File: src/rtl/mimosa_dbg_pkg.sv
// Shared types and constants for the mimosa debug frame transmitter.
package mimosa_dbg_pkg;

    localparam int unsigned FRAME_BYTES = 5;
    localparam int unsigned DBG_W       = 7;
    localparam logic [7:0]  DEFAULT_SYNC_BYTE = 8'hA5;

    typedef enum logic [1:0] {
        StIdle,
        StStart,
        StData,
        StStop
    } tx_state_e;

    // Zero-extend each field and keep the low 8 bits of the sum.
    function automatic logic [7:0] frame_checksum(input logic [DBG_W-1:0] e,
                                                  input logic [DBG_W-1:0] s,
                                                  input logic [DBG_W-1:0] p);
        logic [7:0] sum;
        sum = {1'b0, e} + {1'b0, s} + {1'b0, p};
        return sum;
    endfunction

endpackage

File: src/rtl/mimosa_dbg_frame_tx_if.sv
// Control, model-state and serial-line signals of the debug frame transmitter.
interface mimosa_dbg_frame_tx_if;
    import mimosa_dbg_pkg::*;

    logic             ena;
    logic             trigger;
    logic [DBG_W-1:0] dbg_energy;
    logic [DBG_W-1:0] dbg_stress;
    logic [DBG_W-1:0] dbg_pleasure;
    logic             tx;
    logic             busy;
    logic             frame_done;

    modport master (
        output ena, trigger, dbg_energy, dbg_stress, dbg_pleasure,
        input  tx, busy, frame_done
    );

    modport slave (
        input  ena, trigger, dbg_energy, dbg_stress, dbg_pleasure,
        output tx, busy, frame_done
    );

endinterface

File: src/rtl/mimosa_baud_tick.sv
// Bit-period counter: tick marks the last cycle of each CLKS_PER_BIT-cycle bit.
module mimosa_baud_tick #(
    parameter int unsigned CLKS_PER_BIT = 868
) (
    input  logic clk,
    input  logic rst_n,
    input  logic clear,
    output logic tick
);

    localparam int unsigned CW = (CLKS_PER_BIT > 1) ? $clog2(CLKS_PER_BIT) : 1;
    localparam logic [CW-1:0] LAST = CW'(CLKS_PER_BIT - 1);

    logic [CW-1:0] cnt_q;

    assign tick = !clear && (cnt_q == LAST);

    // Count within the bit period; clear holds the count at zero.
    always_ff @(posedge clk or negedge rst_n) begin
        if (!rst_n) begin
            cnt_q <= '0;
        end else if (clear || tick) begin
            cnt_q <= '0;
        end else begin
            cnt_q <= cnt_q + 1'b1;
        end
    end

endmodule

File: src/rtl/mimosa_dbg_frame_tx.sv
// Ships a snapshot of the model's energy/stress/pleasure state as a 5-byte 8N1 frame.
module mimosa_dbg_frame_tx
    import mimosa_dbg_pkg::*;
#(
    parameter int unsigned CLKS_PER_BIT = 868,
    parameter int unsigned AUTO_PERIOD  = 0,
    parameter logic [7:0]  SYNC_BYTE    = DEFAULT_SYNC_BYTE
) (
    input  logic clk,
    input  logic rst_n,
    mimosa_dbg_frame_tx_if.slave bus
);

    localparam logic [2:0] LAST_BYTE = 3'(FRAME_BYTES - 1);

    tx_state_e        state_q, state_d;
    logic [2:0]       bit_idx_q, bit_idx_d;
    logic [2:0]       byte_idx_q, byte_idx_d;
    logic [DBG_W-1:0] e_q, s_q, p_q;
    logic [7:0]       chk_q;
    logic             pending_q, pending_d;
    logic             tx_q, tx_d;
    logic             done_q, done_d;
    logic             tick;
    logic             auto_fire;
    logic             start_req;
    logic [7:0]       cur_byte;

    mimosa_baud_tick #(
        .CLKS_PER_BIT(CLKS_PER_BIT)
    ) u_baud_tick (
        .clk  (clk),
        .rst_n(rst_n),
        .clear(state_q == StIdle),
        .tick (tick)
    );

    if (AUTO_PERIOD > 0) begin : g_auto
        localparam int unsigned AW = (AUTO_PERIOD > 1) ? $clog2(AUTO_PERIOD) : 1;
        localparam logic [AW-1:0] ALAST = AW'(AUTO_PERIOD - 1);

        logic [AW-1:0] auto_cnt_q;

        assign auto_fire = bus.ena && (auto_cnt_q == ALAST);

        // Free-running period counter, cleared whenever the block is disabled.
        always_ff @(posedge clk or negedge rst_n) begin
            if (!rst_n) begin
                auto_cnt_q <= '0;
            end else if (!bus.ena || auto_fire) begin
                auto_cnt_q <= '0;
            end else begin
                auto_cnt_q <= auto_cnt_q + 1'b1;
            end
        end
    end else begin : g_no_auto
        assign auto_fire = 1'b0;
    end

    assign start_req = (state_q == StIdle) && bus.ena &&
                       (bus.trigger || auto_fire || pending_q);

    assign bus.tx         = tx_q;
    assign bus.busy       = (state_q != StIdle);
    assign bus.frame_done = done_q;

    // Byte currently on the wire, chosen from the frozen snapshot.
    always_comb begin
        cur_byte = chk_q;
        case (byte_idx_d)
            3'd0:    cur_byte = SYNC_BYTE;
            3'd1:    cur_byte = {1'b0, e_q};
            3'd2:    cur_byte = {1'b0, s_q};
            3'd3:    cur_byte = {1'b0, p_q};
            default: cur_byte = chk_q;
        endcase
    end

    // Next state, counters, pending flag and registered line level.
    always_comb begin
        state_d    = state_q;
        bit_idx_d  = bit_idx_q;
        byte_idx_d = byte_idx_q;
        done_d     = 1'b0;
        pending_d  = pending_q;

        if (start_req) begin
            pending_d = 1'b0;
        end else if ((state_q != StIdle) && (bus.trigger || auto_fire)) begin
            pending_d = 1'b1;
        end

        unique case (state_q)
            StIdle: begin
                if (start_req) begin
                    state_d    = StStart;
                    bit_idx_d  = '0;
                    byte_idx_d = '0;
                end
            end
            StStart: begin
                if (tick) begin
                    state_d   = StData;
                    bit_idx_d = '0;
                end
            end
            StData: begin
                if (tick) begin
                    if (bit_idx_q == 3'd7) begin
                        state_d   = StStop;
                        bit_idx_d = '0;
                    end else begin
                        bit_idx_d = bit_idx_q + 1'b1;
                    end
                end
            end
            StStop: begin
                if (tick) begin
                    if (byte_idx_q == LAST_BYTE) begin
                        state_d    = StIdle;
                        byte_idx_d = '0;
                        done_d     = 1'b1;
                    end else begin
                        state_d    = StStart;
                        byte_idx_d = byte_idx_q + 1'b1;
                    end
                end
            end
            default: state_d = StIdle;
        endcase

        // Line level follows the next state so tx is glitch-free from a flop.
        case (state_d)
            StStart: tx_d = 1'b0;
            StData:  tx_d = cur_byte[bit_idx_d];
            default: tx_d = 1'b1;
        endcase
    end

    // FSM, counters and output registers.
    always_ff @(posedge clk or negedge rst_n) begin
        if (!rst_n) begin
            state_q    <= StIdle;
            bit_idx_q  <= '0;
            byte_idx_q <= '0;
            pending_q  <= 1'b0;
            tx_q       <= 1'b1;
            done_q     <= 1'b0;
        end else begin
            state_q    <= state_d;
            bit_idx_q  <= bit_idx_d;
            byte_idx_q <= byte_idx_d;
            pending_q  <= pending_d;
            tx_q       <= tx_d;
            done_q     <= done_d;
        end
    end

    // Snapshot the model state and its checksum when a frame is accepted.
    always_ff @(posedge clk or negedge rst_n) begin
        if (!rst_n) begin
            e_q   <= '0;
            s_q   <= '0;
            p_q   <= '0;
            chk_q <= '0;
        end else if (start_req) begin
            e_q   <= bus.dbg_energy;
            s_q   <= bus.dbg_stress;
            p_q   <= bus.dbg_pleasure;
            chk_q <= frame_checksum(bus.dbg_energy, bus.dbg_stress, bus.dbg_pleasure);
        end
    end

endmodule

File: src/flat_wrapper.sv
// flat-port wrapper written by rule: the top's interface ports become plain ports
module mimosa_dbg_frame_tx_flat import mimosa_dbg_pkg::*;
#(
    parameter int unsigned CLKS_PER_BIT = 868,
    parameter int unsigned AUTO_PERIOD  = 0,
    parameter logic [7:0]  SYNC_BYTE    = DEFAULT_SYNC_BYTE
)
  (clk, rst_n, bus_ena, bus_trigger, bus_dbg_energy, bus_dbg_stress, bus_dbg_pleasure, bus_tx, bus_busy, bus_frame_done);
  mimosa_dbg_frame_tx_if bus_i ();
  input  logic clk;
  input  logic rst_n;
  input wire logic [$bits(bus_i.ena)-1:0] bus_ena;
  input wire logic [$bits(bus_i.trigger)-1:0] bus_trigger;
  input wire logic [$bits(bus_i.dbg_energy)-1:0] bus_dbg_energy;
  input wire logic [$bits(bus_i.dbg_stress)-1:0] bus_dbg_stress;
  input wire logic [$bits(bus_i.dbg_pleasure)-1:0] bus_dbg_pleasure;
  output wire logic [$bits(bus_i.tx)-1:0] bus_tx;
  output wire logic [$bits(bus_i.busy)-1:0] bus_busy;
  output wire logic [$bits(bus_i.frame_done)-1:0] bus_frame_done;
  assign bus_i.ena = bus_ena;
  assign bus_i.trigger = bus_trigger;
  assign bus_i.dbg_energy = bus_dbg_energy;
  assign bus_i.dbg_stress = bus_dbg_stress;
  assign bus_i.dbg_pleasure = bus_dbg_pleasure;
  assign bus_tx = bus_i.tx;
  assign bus_busy = bus_i.busy;
  assign bus_frame_done = bus_i.frame_done;
  mimosa_dbg_frame_tx #(.CLKS_PER_BIT(CLKS_PER_BIT), .AUTO_PERIOD(AUTO_PERIOD), .SYNC_BYTE(SYNC_BYTE)) u_core (.clk(clk), .rst_n(rst_n), .bus(bus_i));
endmodule
File: config.mk
export PLATFORM = sky130hd
export DESIGN_NAME = mimosa_dbg_frame_tx_flat
export DESIGN_NICKNAME = d
export VERILOG_FILES = /design/src/rtl/mimosa_dbg_pkg.sv /design/src/rtl/mimosa_dbg_frame_tx_if.sv /design/src/rtl/mimosa_baud_tick.sv /design/src/rtl/mimosa_dbg_frame_tx.sv /design/src/flat_wrapper.sv
export SDC_FILE = /design/constraint.sdc
export NUM_CORES = 1
export LEC_CHECK = 0
export BUFFER_PORTS_ARGS = -buffer_cell sky130_fd_sc_hd__buf_2
export CAP_MARGIN = 10
export CORE_MARGIN = 2
export CORE_UTILIZATION = 60
export CTS_CLUSTER_DIAMETER = 100
export DETAILED_ROUTE_END_ITERATION = 6
export GPL_TIMING_DRIVEN = 0
export MAX_ROUTING_LAYER = met4
export PLACE_DENSITY = 0.8
export SYNTH_ARGS = -nofsm -noshare
export SYNTH_HDL_FRONTEND = slang
export SYNTH_SLANG_ARGS = --single-unit
export TNS_END_PERCENT = 30
File: constraint.sdc
create_clock -name clk -period 3.3 [get_ports clk]
set_input_delay 0.66 -clock clk [delete_from_list [all_inputs] [get_ports clk]]
set_output_delay 0.66 -clock clk [all_outputs]
set_load 0.02 [all_outputs]
Yosys cells after proc, flatten, opt, wreduce, memory -nomap -nowiden
Cells that the tools add are included.
{"block": "classes", "n_eq_ne": 11, "reduce_logical": 11, "n_addsub": 5, "order_cmp": 1, "muxes": 26}
{"cell": "$pmux 8 s4", "n": 1}
{"cell": "$mux 3", "n": 7}
{"cell": "$add 10x1->10 const B", "n": 1}
{"cell": "$eq 10x10->1 const B", "n": 1}
{"cell": "$mux 10", "n": 1}
{"cell": "$mux 2", "n": 5}
{"cell": "$pmux 3 s3", "n": 1}
{"cell": "$add 7x7->8", "n": 1}
{"cell": "$add 8x7->8", "n": 1}
{"cell": "$pmux 2 s4", "n": 1}
{"cell": "$mux 1", "n": 7}
{"cell": "$add 3x1->3 const B", "n": 2}
{"cell": "$eq 2x2->1 const B", "n": 3}
{"cell": "$eq 3x2->1 const B", "n": 2}
{"cell": "$eq 3x3->1 const B", "n": 2}
{"cell": "$pmux 3 s2", "n": 1}
{"cell": "$eq 2x1->1 const B", "n": 2}
{"cell": "$logic_and 1x1->1", "n": 4}
{"cell": "$lt 3x4->1 const B", "n": 1}
{"cell": "$reduce_bool 2->1", "n": 2}
{"cell": "$bmux 1 s3", "n": 1}
{"cell": "$eq 3x1->1 const B", "n": 1}
{"cell": "$logic_not 3->1", "n": 1}
{"cell": "$logic_not 2->1", "n": 1}
{"cell": "other kinds (3)", "n": 4}
{"block": "totals", "regBits": 50, "word_cells": 65}

Longest topological paths before layout
Gate-level depths: netlist of run 1.
{"block": "depth", "depth_word": 10, "mapped_depth": 13, "mapped_depth_nobuf": 13}

Cells and area by module
A second synthesis of run 1 with hierarchy kept.
{"block": "unflattened", "cells_unflattened": 265, "area_unflattened_um2": 2972.9}
{"module": "mimosa_dbg_frame_tx", "seq_area_each_um2": 1002.2, "n_inst": 1, "cells_each": 212, "area_per_inst_um2": 2438.6}
{"module": "mimosa_baud_tick", "seq_area_each_um2": 250.2, "n_inst": 1, "cells_each": 53, "area_per_inst_um2": 534.3}

Least setup slack after synthesis of run 1
No wires, ideal clock.
{"block": "synth_timing", "path_type": "register to register", "start": "register u_core.state_q[0]", "end": "register u_core.tx_q, in the netlist u_core.bus.tx", "setup_slack_ns": 0.691, "period_less_slack_ns": 2.609, "path_buffers": 0, "setup_time_ns": 0.088, "t_required_ns": 3.212, "t_arrival_ns": 2.522, "stages_incl_launch_ff": 11, "path_cell_list": "dfrtp_1 inv_1 ha_1 or4b_4 o41ai_4 a31oi_4 mux2_4 a22oi_2 nor2_1 o311ai_2 o21ai_1"}
{"block": "synth_via", "elab_chain_cells": 10}
{"item": "start: declaration", "line_no": "mimosa_dbg_frame_tx.sv:16", "source": "tx_state_e state_q, state_d;"}
{"item": "start signal: assignment", "line_no": "mimosa_dbg_frame_tx.sv:143", "source": "state_q <= StIdle;"}
{"item": "start signal: assignment", "line_no": "mimosa_dbg_frame_tx.sv:150", "source": "state_q <= state_d;"}
{"item": "$logic_not 2->1", "line_no": "mimosa_dbg_frame_tx.sv:34, mimosa_dbg_frame_tx.sv:60, mimosa_dbg_frame_tx.sv:93"}
{"item": "$logic_not 1->1 / $logic_and 1x1->1 (equally long branches)", "line_no": "mimosa_baud_tick.sv:16, mimosa_dbg_frame_tx.sv:60"}
{"item": "$logic_and 1x1->1, on equally long branches", "line_no": "mimosa_baud_tick.sv:16, mimosa_dbg_frame_tx.sv:60"}
{"item": "$mux 3, on equally long branches", "line_no": "mimosa_dbg_frame_tx.sv:118, mimosa_dbg_frame_tx.sv:95"}
{"item": "$pmux 3 s2", "line_no": "mimosa_dbg_frame_tx.sv:93", "source": "unique case (state_q)"}
{"item": "$eq 3x2->1, or another cell as far along", "line_no": "mimosa_dbg_frame_tx.sv:70", "source": "case (byte_idx_d)"}
{"item": "$pmux 8 s4", "line_no": "mimosa_dbg_frame_tx.sv:70"}
{"item": "$bmux 1 s3", "line_no": "mimosa_dbg_frame_tx.sv:135", "source": "StData: tx_d = cur_byte[bit_idx_d];"}
{"item": "$mux 1 (not written as such)", "line_no": "mimosa_dbg_frame_tx.sv:135"}
{"item": "$pmux 1 s2 *", "line_no": "mimosa_dbg_frame_tx.sv:133", "source": "case (state_d)"}
{"item": "named net u_core.tx_d", "line_no": "mimosa_dbg_frame_tx.sv:22", "source": "logic tx_q, tx_d;"}
{"item": "end signal: assignment", "line_no": "mimosa_dbg_frame_tx.sv:154", "source": "tx_q <= tx_d;"}
{"item": "end: declaration", "line_no": "mimosa_dbg_frame_tx.sv:22"}
The timed path passes the listed nets; every way through them passes the cells marked *. The select of a mux whose other input is x is not followed.
A chain may end at the register's enable or synchronous reset.

Final worst setup path of run 1
{"block": "layout_timing", "start": "register u_core.state_q[1]", "end": "register u_core.tx_q, in the netlist u_core.bus.tx"}
The elaborated chain is that of the path after synthesis.

==> out/qor.yml, run 1 <==
grt:
  antenna_found_initial: 0
  grt_pass1_vias: 2163
  grt_pass1_wl_um: 10600
  grt_max_degree: 51
  overflow: 0
  track_usage: 0.239
setup_path:
  critPathArrivalTime_ns: 3.22
  r2r-end: "u_core.bus.tx"
  worstSetupPathType: "reg -> reg"
  rrSetupSlack_ns: 0.30
  critPathMaxFanout: 9
  crit_required_ns: 3.52
  crit_path_end_kind: "flip-flop"
  startpoint_type: "flip-flop"
  reg2reg_depth: 9
  r2r-start: "u_core.state_q[1]"
timing:
  finClkSkew_ns: 0.00814
  period_needed_ns: 3.00
  drv_slew: 0
  max_freq_mhz: 333
  fin_tns_setup_ns: 0
  fin_crit_sh: 0.909
  finalHoldViolations: 0
  relSlewSlack: 0.574
  worst_pin_slew_ns: 0.638
  rsz0062_at_grt: "false"
  finalSetupViolations: 0
place:
  dp_cells: 378
  portBuffers: 27
  gp_congestion: 0.926
  dp_hpwl_um: 4660
run_status:
  run_status: "complete, no violations"
drt:
  routed_wl_um: 6260
  via_count: 2254
  drtIter0Drc: 188
  viasPerCell: 5.84
  drt-wirelength-per-cell_um: 16.2
  drc_errors: 0
  ant_nets: 0
  first_pass_iters: 4
power_and_ir_drop:
  power.density_mw_per_mm2: 336
  internal_power_mw: 0.858
  peakVddDrop_uv: 296
  pwr-share-comb: 0.138
  power_frac_clock: 0.303
  leakage_nw: 1.64
  power_frac_seq: 0.559
  power_switching_mw: 0.297
  switching_share: 0.257
floorplan:
  die_x_um: 76.1
  core_area_mm2: 0.00507
  initial_core_util: 0.614
  die_h_um: 76.1
  die_area_mm2: 0.00579
  rows: 26
  ios: 28
cts:
  hold_buffers: 0
  cts_tree: "built"
  clockBufferDepth: 2
  root_buffer: "clkbuf_8"
  cts_sinks: 50
  cts-resized-gates: 0
  clk_latency_ns: 0.30
  cts_buffers: 5
  cts_setup_buffers: 0
  path_clk_slew_ns: 0.09
  htreeDepth: 2
logic_synthesis:
  syn_area_mm2: 0.00312
  synthArstFlopShare: 1.00
  yosys-top-cells-area: "dfrtp_1 39%, mux2_2 7.6%, ha_1 6.0%"
  ys_ff_latch: 50
  yosysSeqAreaShare: 0.402
  post-synth-top-count-cell: "dfrtp_1"
  synth_top_area_frac: 0.394
  yosysWarnings: 0
  synth_ff_type: "dfrtp_1"
  synthCells: 281
  synth_edf_count: 0
  synth_common_cells: "49 x dfrtp_1, 23 x inv_1, 21 x mux2_2, 21 x nand2_1, 17 x nor2_1"
  synth_area_per_cell_um2: 11.1
  syn_nets: 329
  yosys.area.top_type: "dfrtp_1"
  yosysUniqueCellTypes: 75
run:
  drv_cap: 0
hold_path:
  hold_class: "in -> async"
layout:
  antennaDiodeCount: 0
  final_core_util: 0.678
  areaGrowthSynthToFinish_pct: 10.4
  finalNonFillerCells: 386
  drive_gt1_frac: 0.266
  num-nets-final: 364
-- layout by cell type, fill, tap and decap left out, types with 4 or more instances in the layout --
| cell type | n |
|---|---|
| dfrtp_1 | 49 |
| xnor2_1 | 4 |
| ha_1 | 15 |
| mux2_2 | 21 |
| nand2b_1 | 4 |
| nand2_1 | 21 |
| xor2_1 | 7 |
| clkbuf_8 | 5 |
| o21ai_0 | 13 |
| fa_1 | 8 |
| inv_1 | 23 |
| a31oi_1 | 6 |
| a21o_1 | 5 |
| mux2i_1 | 4 |
| nand3_1 | 4 |
| clkbuf_1 | 6 |
| nor2_1 | 17 |
| buf_2 | 28 |
-- power groups by stage --
stage | sequential (mW) | clock, mW | combinational, mW
floorplan | 0.653 | 0 | 0.103
global placement | 0.656 | 0 | 0.152
detailed placement | 0.657 | 0 | 0.159
CTS | 0.645 | 0.353 | 0.160
global route | 0.647 | 0.381 | 0.182
finish | 0.645 | 0.349 | 0.160
-- worst max-delay path: stages (launching register included) --
cell and delay (ns):
dfrtp_1 0.46, inv_1 0.09, ha_1 0.27, nor4b_2 0.36, nand3_2 0.26, a31oi_4 0.49, mux2_2 0.40, a221oi_1 0.31
o311a_1 0.21, o21ai_1 0.07
-- state kept, by name (all words and copies together), names as in the netlist --
name and count:
u_core.bit_idx_q 3, u_core.pending_q 1, u_core.e_q 7, u_core.chk_q 8, u_core.bus.frame_done 1, u_core.byte_idx_q 3, u_core.s_q 7, u_core.p_q 7
u_core.state_q 2, u_core.u_baud_tick.cnt_q 10, u_core.bus.tx 1
-- stage by stage --
step           worst slack (ns)  hold WS [ns]  total power, mW  cell area, µm²
5_1_grt                   0.160         0.231             1.21            3440
3_3_place_gp              0.400         0.465            0.808            3340
3_5_place_dp              0.366         0.475            0.816            3340
6_report                  0.299         0.222             1.15            3440
4_1_cts                   0.351         0.490             1.16            3420
2_1_floorplan             0.691         0.364            0.756            3120
-- how the worst max path moves through the flow --
stage,from,end,slack [ns],cells after the start
2_1_floorplan,u_core.state_q[0],u_core.bus.tx,0.69,10
3_3_place_gp,u_core.state_q[0],u_core.bus.tx,0.40,9
3_5_place_dp,u_core.state_q[1],u_core.bus.tx,0.37,9
4_1_cts,u_core.state_q[1],u_core.bus.tx,0.35,9
5_1_grt,u_core.state_q[1],u_core.bus.tx,0.16,9
6_report,u_core.state_q[1],u_core.bus.tx,0.30,9
-- logic make-up after synthesis --
family	synth area share
and+or+nand+nor	0.150
AOI/OAI and AO/OA	0.163
DFF	0.402
buffers and inverters	0.0414
muxes	0.101
adders and majority gates	0.112
xor gates and xnor gates	0.0309
-- layer usage --
| metal | GRT usage | up-vias | share of wire |
|---|---|---|---|
| li1 | - | 1080 | - |
| met1 | 0.336 | 1119 | 0.48 |
| met2 | 0.371 | 48 | 0.48 |
| met3 | 0.0367 | 7 | 0.035 |
| met4 | 0.0564 | 0 | 0.0096 |
| met5 | - | - | 0 |
-- layout make-up --
cell class | count | area (µm²)
buffer | 9 | 38.8
clock buffer | 6 | 72.6
clock inverter | 1 | 7.51
fill | 415 | 1640
inverter | 24 | 90.1
multi-input combinational | 198 | 1730
sequential | 50 | 1250
tap | 70 | 87.6
timing repair buffer | 28 | 155
Power figures use the tool's default switching activity.
==> run 2: changes to the inputs <==
--- a/config.mk
+++ b/config.mk
@@ -11,7 +11,6 @@
 export CORE_UTILIZATION = 60
 export CTS_CLUSTER_DIAMETER = 100
 export DETAILED_ROUTE_END_ITERATION = 6
-export GPL_TIMING_DRIVEN = 0
 export MAX_ROUTING_LAYER = met4
 export PLACE_DENSITY = 0.8
 export SYNTH_ARGS = -nofsm -noshare
==> run 2 against run 1 <==
  * Non-clock buffer count down 6
  * Worst setup slack better by 0.00051 ns
  * Hold slack better by 0.10 ns
  * Fmax about the same
  * First-iteration DRC count down 14%
  * Critical endpoint unchanged
  * Utilization up 0.67 points
  * Via count down 0.75%
  * Largest cell class unchanged
  * Critical path depth up 1
  * Largest power group unchanged
  * Sequential cell count unchanged
==> out/qor.yml, run 2 (synthesis gave the netlist of run 1 again) <==
timing:
  max_freq_mhz: 333
  rsz0062_at_grt: "false"
  fin_hold_ws_ns: 0.325
  finalSetupViolations: 0
  layout_setup_ws_ns: 0.299
  period_needed_ns: 3.00
  finalHoldViolations: 0
  fin_tns_setup_ns: 0
  relSlewSlack: 0.568
  worst_pin_slew_ns: 0.646
  drv_slew: 0
  fin_crit_sh: 0.909
  finClkSkew_ns: 0.00760
drt:
  via_count: 2237
  ant_nets: 0
  viasPerCell: 5.87
  drtIter0Drc: 162
  first_pass_iters: 4
  drt-wirelength-per-cell_um: 16.3
  drc_errors: 0
  routed_wl_um: 6220
setup_path:
  critPathMaxFanout: 13
  critPathArrivalTime_ns: 3.23
  crit_path_end_kind: "flip-flop"
  startpoint_type: "flip-flop"
  worstSetupPathType: "reg -> reg"
  crit_required_ns: 3.53
layout:
  drive_gt1_frac: 0.280
  largest_reg_flops: 10
  final_core_util: 0.684
  num-nets-final: 358
  antennaDiodeCount: 0
  layout_common_cells: "49 x dfrtp_1, 27 x buf_2, 23 x inv_1, 21 x nand2_1, 21 x mux2_2"
  layout_commonest_cell: "dfrtp_1"
  fin_area_mm2: 0.00347
  finalNonFillerCells: 381
  reg_top3: "u_core.u_baud_tick.cnt_q x10, u_core.chk_q x8"
  regMostFlops: "u_core.u_baud_tick.cnt_q"
  areaGrowthSynthToFinish_pct: 11.4
grt:
  grt_pass1_vias: 2216
  antenna_found_initial: 0
  track_usage: 0.240
  grt_max_degree: 40
  overflow: 0
  grt_pass1_wl_um: 10800
cts:
  cts_buffers: 5
  cts_tree: "built"
  path_clk_slew_ns: 0.10
  cts_setup_buffers: 0
  clk_latency_ns: 0.31
  htreeDepth: 2
  cts-resized-gates: 0
  hold_buffers: 0
  clockBufferDepth: 2
  cts_sinks: 50
  root_buffer: "clkbuf_8"
place:
  placed_cell_area_mm2: 0.00333
  dp_cells: 373
  dp_hpwl_um: 4590
  post-place-ws_ns: 0.302
  gp_congestion: 0.910
  portBuffers: 27
floorplan:
  initial_core_util: 0.614
  die_x_um: 76.1
  die_h_um: 76.1
  core_area_mm2: 0.00507
  die_area_mm2: 0.00579
  ios: 28
  rows: 26
power_and_ir_drop:
  peakVddDrop_uv: 297
  power.density_mw_per_mm2: 386
  p_total_mw: 1.34
  leakage_nw: 1.67
run_status:
  run_status: "complete, no violations"
hold_path:
  hold_class: "in -> async"
run:
  drv_cap: 0
==> run 2: cell count changes in the layout (fill, tap and decap cells not counted), sizes merged <==
cell / before / now
clkinvlp: 1 / 0
clkbuf: 11 / 6
bufinv: 0 / 2
buf: 32 / 31
==> run 2: worst paths after layout <==
check                      cells after the start                     endpoint         startpoint  slack, ns
max in group asynchronous                      2                u_core.bus.tx              rst_n       2.16
max                                           10                u_core.bus.tx  u_core.state_q[0]       0.30
min in group clk                               2              u_core.chk_q[4]    u_core.chk_q[4]       0.49
min reg2reg                                    2              u_core.chk_q[4]    u_core.chk_q[4]       0.49
min                                            1  u_core.u_baud_tick.cnt_q[9]              rst_n       0.33
max reg2reg                                   10                u_core.bus.tx  u_core.state_q[0]       0.30
==> run 2: power breakdown <==
part           leakage [nW]  switching, mW  internal, mW
clock network        0.0714          0.210         0.323
logic                 0.946         0.0837        0.0774
registers             0.650         0.0121         0.633
total                  1.67          0.306          1.03
==> run 2: final cells by class <==
| type | instances | area, µm² |
|---|---|---|
| multi-input combinational | 198 | 1730 |
| fill | 387 | 1600 |
| sequential | 50 | 1250 |
| timing repair buffer | 31 | 165 |
| inverter | 24 | 90.1 |
| tap | 70 | 87.6 |
| clock buffer | 6 | 82.6 |
| clock inverter | 2 | 60.1 |
==> run 2: per-layer routing <==
metal	share of wire	global-route usage
met1	0.46	0.330
met2	0.49	0.365
met3	0.044	0.0438
met4	0.015	0.0800
met5	0	-
==> run 2: critical path, stage by stage, from the launching register on <==
cell and delay (ns):
dfrtp_1 0.41, inv_1 0.10, ha_1 0.25, or4b_4 0.56, nor4_2 0.26, o211ai_2 0.30
a21oi_2 0.39, a222oi_1 0.12, or3_1 0.35, o311ai_2 0.07, o21ai_1 0.10
